<file path="config.mk">
export PLATFORM = sky130hd
export DESIGN_NAME = cmp_window_tracker_flat
export DESIGN_NICKNAME = d
export VERILOG_FILES = /design/src/rtl/cmp_window_tracker_pkg.sv /design/src/rtl/cmp_window_tracker_if.sv /design/src/rtl/cmp_window_tracker_mag_cmp.sv /design/src/rtl/cmp_window_tracker.sv /design/src/flat_wrapper.sv
export SDC_FILE = /design/constraint.sdc
export NUM_CORES = 1
export LEC_CHECK = 0
export BUFFER_PORTS_ARGS = -buffer_cell sky130_fd_sc_hd__buf_4
export CORE_MARGIN = 3
export CORE_UTILIZATION = 55
export DETAILED_ROUTE_END_ITERATION = 10
export PLACE_DENSITY = 0.79
export SETUP_SLACK_MARGIN = 0.4
export SLEW_MARGIN = 20
export SYNTH_ARGS = -nofsm -noshare
export SYNTH_HDL_FRONTEND = slang
export SYNTH_SLANG_ARGS = --single-unit
</file>
<file path="constraint.sdc">
create_clock -name clk -period 2.1 [get_ports clk]
set_input_delay 0.42 -clock clk [delete_from_list [all_inputs] [get_ports clk]]
set_output_delay 0.42 -clock clk [all_outputs]
set_load 0.005 [all_outputs]
</file>
<file path="src/rtl/cmp_window_tracker_pkg.sv">
// rtl/cmp_window_tracker_pkg.sv - shared types and helpers for the window statistics tracker
package cmp_window_tracker_pkg;

  localparam int DEF_WIDTH = 4;
  localparam int DEF_CNT_W = 8;

  typedef enum logic [1:0] {IDLE, ACC, DONE} state_t;

  // One-hot magnitude relation of a versus b
  typedef struct packed {
    logic eq;
    logic lt;
    logic gt;
  } cmp_t;

  localparam cmp_t CMP_EQ = 3'b100;
  localparam cmp_t CMP_LT = 3'b010;
  localparam cmp_t CMP_GT = 3'b001;

  // Frame result laid out at the default build widths
  typedef struct packed {
    logic [DEF_WIDTH-1:0] max;
    logic [DEF_WIDTH-1:0] min;
    logic [DEF_CNT_W-1:0] cnt;
    logic [DEF_CNT_W-1:0] rise;
    logic [DEF_CNT_W-1:0] fall;
    logic [DEF_CNT_W-1:0] rep;
  } result_t;

  function automatic logic [31:0] sat_max(input int unsigned w);
    return (32'd1 << w) - 32'd1;
  endfunction

endpackage

</file>
<file path="src/rtl/cmp_window_tracker_if.sv">
// rtl/cmp_window_tracker_if.sv - sample input and frame result handshakes
interface cmp_window_tracker_if #(
  parameter int WIDTH = 4,
  parameter int CNT_W = 8
);
  logic             in_valid;
  logic             in_ready;
  logic [WIDTH-1:0] in_data;
  logic             in_last;
  logic             out_valid;
  logic             out_ready;
  logic [WIDTH-1:0] out_max;
  logic [WIDTH-1:0] out_min;
  logic [CNT_W-1:0] out_cnt;
  logic [CNT_W-1:0] out_rise;
  logic [CNT_W-1:0] out_fall;
  logic [CNT_W-1:0] out_rep;

  modport master (
    output in_valid, in_data, in_last, out_ready,
    input  in_ready, out_valid, out_max, out_min, out_cnt, out_rise, out_fall, out_rep
  );

  modport slave (
    input  in_valid, in_data, in_last, out_ready,
    output in_ready, out_valid, out_max, out_min, out_cnt, out_rise, out_fall, out_rep
  );
endinterface

</file>
<file path="src/rtl/cmp_window_tracker_mag_cmp.sv">
// rtl/cmp_window_tracker_mag_cmp.sv - unsigned magnitude compare, one-hot eq/lt/gt
module mag_cmp
  import cmp_window_tracker_pkg::*;
#(
  parameter int WIDTH = 4
) (
  input  logic [WIDTH-1:0] a,
  input  logic [WIDTH-1:0] b,
  output cmp_t             rel
);

  always_comb begin
    rel.eq = (a == b);
    rel.lt = (a <  b);
    rel.gt = (a >  b);
  end

endmodule

</file>
<file path="src/rtl/cmp_window_tracker.sv">
// rtl/cmp_window_tracker.sv - per-frame max/min/count/rise/fall/repeat statistics
module cmp_window_tracker
  import cmp_window_tracker_pkg::*;
#(
  parameter int WIDTH = 4,
  parameter int CNT_W = 8
) (
  input logic                 clk,
  input logic                 rst,
  cmp_window_tracker_if.slave bus
);

  localparam logic [CNT_W-1:0] CNT_MAX = CNT_W'(sat_max(CNT_W));

  state_t           state_q, state_d;
  logic             in_ready_c, out_valid_c, accept;
  logic [WIDTH-1:0] max_q, min_q, prev_q;
  logic [CNT_W-1:0] cnt_q, rise_q, fall_q, rep_q;
  cmp_t             cmp_max, cmp_min, cmp_prev;

  function automatic logic [CNT_W-1:0] sat_inc(input logic [CNT_W-1:0] v);
    return (v == CNT_MAX) ? v : v + CNT_W'(1);
  endfunction

  assign accept = bus.in_valid && in_ready_c;

  mag_cmp #(.WIDTH(WIDTH)) u_cmp_max  (.a(bus.in_data), .b(max_q),  .rel(cmp_max));
  mag_cmp #(.WIDTH(WIDTH)) u_cmp_min  (.a(bus.in_data), .b(min_q),  .rel(cmp_min));
  mag_cmp #(.WIDTH(WIDTH)) u_cmp_prev (.a(bus.in_data), .b(prev_q), .rel(cmp_prev));

  always_ff @(posedge clk or posedge rst) begin
    if (rst) state_q <= IDLE;
    else     state_q <= state_d;
  end

  always_comb begin
    state_d = state_q;
    case (state_q)
      IDLE:    if (accept) state_d = bus.in_last ? DONE : ACC;
      ACC:     if (accept && bus.in_last) state_d = DONE;
      DONE:    if (bus.out_ready) state_d = IDLE;
      default: state_d = IDLE;
    endcase
  end

  // Handshake flags decode the state register only
  always_comb begin
    in_ready_c  = 1'b0;
    out_valid_c = 1'b0;
    case (state_q)
      IDLE:    in_ready_c  = 1'b1;
      ACC:     in_ready_c  = 1'b1;
      DONE:    out_valid_c = 1'b1;
      default: in_ready_c  = 1'b0;
    endcase
  end

  always_ff @(posedge clk or posedge rst) begin
    if (rst) begin
      max_q  <= '0;
      min_q  <= '0;
      prev_q <= '0;
      cnt_q  <= '0;
      rise_q <= '0;
      fall_q <= '0;
      rep_q  <= '0;
    end else if (accept) begin
      if (state_q == IDLE) begin
        max_q  <= bus.in_data;
        min_q  <= bus.in_data;
        prev_q <= bus.in_data;
        cnt_q  <= CNT_W'(1);
        rise_q <= '0;
        fall_q <= '0;
        rep_q  <= '0;
      end else begin
        if (cmp_max == CMP_GT) max_q <= bus.in_data;
        if (cmp_min == CMP_LT) min_q <= bus.in_data;
        case (cmp_prev)
          CMP_GT:  rise_q <= sat_inc(rise_q);
          CMP_LT:  fall_q <= sat_inc(fall_q);
          CMP_EQ:  rep_q  <= sat_inc(rep_q);
          default: rep_q  <= rep_q;
        endcase
        cnt_q  <= sat_inc(cnt_q);
        prev_q <= bus.in_data;
      end
    end
  end

  assign bus.in_ready  = in_ready_c;
  assign bus.out_valid = out_valid_c;
  assign bus.out_max   = max_q;
  assign bus.out_min   = min_q;
  assign bus.out_cnt   = cnt_q;
  assign bus.out_rise  = rise_q;
  assign bus.out_fall  = fall_q;
  assign bus.out_rep   = rep_q;

endmodule

</file>
<file path="src/flat_wrapper.sv">
// flat-port wrapper written by rule: the top's interface ports become plain ports
module cmp_window_tracker_flat import cmp_window_tracker_pkg::*;
#(
  parameter int WIDTH = 4,
  parameter int CNT_W = 8
)
  (clk, rst, bus_in_valid, bus_in_data, bus_in_last, bus_out_ready, bus_in_ready, bus_out_valid, bus_out_max, bus_out_min, bus_out_cnt, bus_out_rise, bus_out_fall, bus_out_rep);
  cmp_window_tracker_if #(.WIDTH(WIDTH), .CNT_W(CNT_W)) bus_i ();
  input logic clk;
  input logic rst;
  input wire logic [$bits(bus_i.in_valid)-1:0] bus_in_valid;
  input wire logic [$bits(bus_i.in_data)-1:0] bus_in_data;
  input wire logic [$bits(bus_i.in_last)-1:0] bus_in_last;
  input wire logic [$bits(bus_i.out_ready)-1:0] bus_out_ready;
  output wire logic [$bits(bus_i.in_ready)-1:0] bus_in_ready;
  output wire logic [$bits(bus_i.out_valid)-1:0] bus_out_valid;
  output wire logic [$bits(bus_i.out_max)-1:0] bus_out_max;
  output wire logic [$bits(bus_i.out_min)-1:0] bus_out_min;
  output wire logic [$bits(bus_i.out_cnt)-1:0] bus_out_cnt;
  output wire logic [$bits(bus_i.out_rise)-1:0] bus_out_rise;
  output wire logic [$bits(bus_i.out_fall)-1:0] bus_out_fall;
  output wire logic [$bits(bus_i.out_rep)-1:0] bus_out_rep;
  assign bus_i.in_valid = bus_in_valid;
  assign bus_i.in_data = bus_in_data;
  assign bus_i.in_last = bus_in_last;
  assign bus_i.out_ready = bus_out_ready;
  assign bus_in_ready = bus_i.in_ready;
  assign bus_out_valid = bus_i.out_valid;
  assign bus_out_max = bus_i.out_max;
  assign bus_out_min = bus_i.out_min;
  assign bus_out_cnt = bus_i.out_cnt;
  assign bus_out_rise = bus_i.out_rise;
  assign bus_out_fall = bus_i.out_fall;
  assign bus_out_rep = bus_i.out_rep;
  cmp_window_tracker #(.WIDTH(WIDTH), .CNT_W(CNT_W)) u_core (.clk(clk), .rst(rst), .bus(bus_i));
endmodule
</file>
==> impl_metrics.toml <==
[run_status]
status = "finished clean"

[timing]
setup_slack_ns = 0.244
hold_slack_ns = 0.249
tns_ns = 0
max_clock_freq_mhz = 539
max_slew_margin_pct = 61.8
clock_skew_ns = 0.00974
period_needed_ns = 1.86
worstMarginPinSlew_ns = 0.573
rsz0062_at_grt = "true"
post-route-period-util_pct = 88.4
finalSetupViolCount = 0
finalMaxSlewViolations = 0
hold_viol = 0

[floorplan]
fp.dieW_um = 75.7
initial_core_util_pct = 59.3
pin_count = 51
num_rows = 24
dieArea_um2 = 5720
die_h_um = 75.7
coreArea_um2 = 4500

[cts]
cts_tree = "built"
cts_root_buffer = "clkbuf_8"
numCtsBuffers = 5
h-tree-depth = 2
insertion_delay_ns = 0.31
clockBufferDepth = 2
cts_sinks = 46
clk_pin_slew_ns = 0.09

[finish]
drive_above_1_share_pct = 44.6
finalNetCount = 369
finalCoreUtilization_pct = 83.7
syn_to_final_growth_pct = 41.3
antenna_cells = 0

[power_and_ir_drop]
cellLeakagePower_uw = 0.00177
power_uw = 3390
power_density_nw_per_um2 = 899
peakVddDrop_mv = 0.596

[critical_path]
cp.arrival_ns = 2.06
critPathCaptureType = "register"
cp.required_ns = 2.30
critical_path_class = "register to register"
cp_max_fo = 4
cp-start-kind = "register"

[hold_path]
hold_class = "input port to async pin"

[synth]
syn_area_per_cell_um2 = 10.1
netlist_instances = 265
synth_nets = 290
synth_edf_count = 0
ys_ff_latch = 46
syn_area_um2 = 2670
synth_ff_type = "dfrtp_1"
synth-async-reset-ratio_pct = 100
ys_seq_area_share_pct = 43.1
yosys.cell_types.count = 55
synth_warnings = 0

[global_routing]
grt_overflow = 0
antenna_found_initial = 0
grt_max_degree = 47
grt_pass1_wl_um = 10900
grt_pass1_vias = 2219
track_usage_pct = 25.0

[route]
vias = 2458
ant_nets = 0
wirelength_um = 7410
drtIter0Drc = 97
dr.pass1.iters = 5
remaining_drc_errors = 0
routedWlPerCell_um = 18.7
vias_per_cell = 6.19

[flow_run]
cap_violations = 0

[place]
dp_slack_ns = 0.0364
place_congestion = 0.857
port_buffers = 50
post-dp-hpwl_um = 4530
[final timing paths]
kind,from,to,slack (ns),depth (start not counted)
setup / recovery,u_core.prev_q[1],u_core.bus.out_fall[1],0.24,7
hold / removal,rst,u_core.bus.out_fall[2],0.25,3
setup reg to reg,u_core.prev_q[1],u_core.bus.out_fall[1],0.24,7
hold reg to reg,u_core.state_q[1],u_core.state_q[0],0.53,1
max in group asynchronous,rst,u_core.bus.out_cnt[1],1.44,3
min in group clk,bus_in_last,u_core.state_q[0],0.29,2
[cell usage in the layout (no fill, tap or decap), drive strengths merged, types with 8 or more instances in the layout]
cell type  instances
nand4              8
dfrtp             46
buf               77
o21ai             13
ha                16
inv               17
mux2               9
nor2              21
nand3             20
nand2             16
[cells by family after synthesis]
kind of cell               count (synthesis)  synth area share (%)
and+or+nand+nor                           97                  19.0
AOI/OAI and AO/OA                         65                  19.7
DFF                                       46                  43.1
buffers and inverters                     23                  3.84
adders and majority gates                 16                  7.50
muxes                                     10                  4.17
xor gates and xnor gates                   8                  2.63
[final cells by class]
type,count,area (um2)
flip-flops and latches,46,1160
multi-input cells,196,1750
fillers,236,734
clock inverters,3,68.8
repair buffers,77,589
inverters,18,70.1
clock buffers,5,68.8
well taps,52,65.1
[registers in the layout (all words and copies together) (netlist names)]
name and cells:
u_core.bus.out_max 4, u_core.prev_q 4, u_core.bus.out_fall 8, u_core.bus.out_rise 8
u_core.bus.out_min 4, u_core.state_q 2, u_core.bus.out_cnt 8, u_core.bus.out_rep 8
[cells in the mapped netlist, drive strengths merged (3+ instances only)]
library cell / count / area, um2
dfrtp: 46 / 1150
nor2: 21 / 86.3
nand3: 20 / 105
inv: 18 / 67.6
ha: 16 / 200
nand2: 16 / 60.1
o21ai: 13 / 72.6
mux2: 9 / 101
nand4: 8 / 50.1
a21oi: 7 / 42.5
nor3: 7 / 35.0
o21a: 6 / 45.0
o22a: 6 / 52.6
xor2: 6 / 52.6
a21o: 5 / 37.5
and3: 5 / 31.3
a31oi: 4 / 46.3
and2: 4 / 25.0
buf: 4 / 31.3
o211a: 4 / 40.0
a22o: 3 / 26.3
nand2b: 3 / 18.8
nor2b: 3 / 18.8
or2: 3 / 18.8
[metrics by stage]
stage          area (um2)  std cells
2_1_floorplan        2750        265
3_3_place_gp         3220        370
6_report             3770        397
4_1_cts              3570        385
5_1_grt              3770        397
3_5_place_dp         3220        370
[critical path, stage by stage (launching register included)]
cell and delay [ns]:
dfrtp_1 0.40, inv_2 0.09, ha_4 0.20, nor2b_4 0.12
o211a_4 0.26, or2_4 0.27, o21a_1 0.21, a32o_1 0.20
[report_power, final]
group	switching [uW]	internal, uW
combinational	615	723
clock	322	477
sequential	201	1050
total	1140	2250
[metal layers]
| metal | global-route usage (%) | wire length, um | up-vias |
|---|---|---|---|
| met3 | 5.01 | 414 | 24 |
| met1 | 33.8 | 3090 | 1211 |
| met2 | 40.9 | 3730 | 94 |
| li1 | - | - | 1129 |
| met5 | 0 | 0 | - |
| met4 | 6.80 | 178 | 0 |
[timing repair]
action                                 4_1_cts  5_1_grt
resized for setup                           32       25
hold buffers                                 0        0
cloned                                       0        0
endpoints found under the hold margin        0        0
pin swaps                                   18       21
setup endpoints to repair                   32       37
setup buffers                                7       12
No activity file was read; power rests on OpenSTA's default activity.
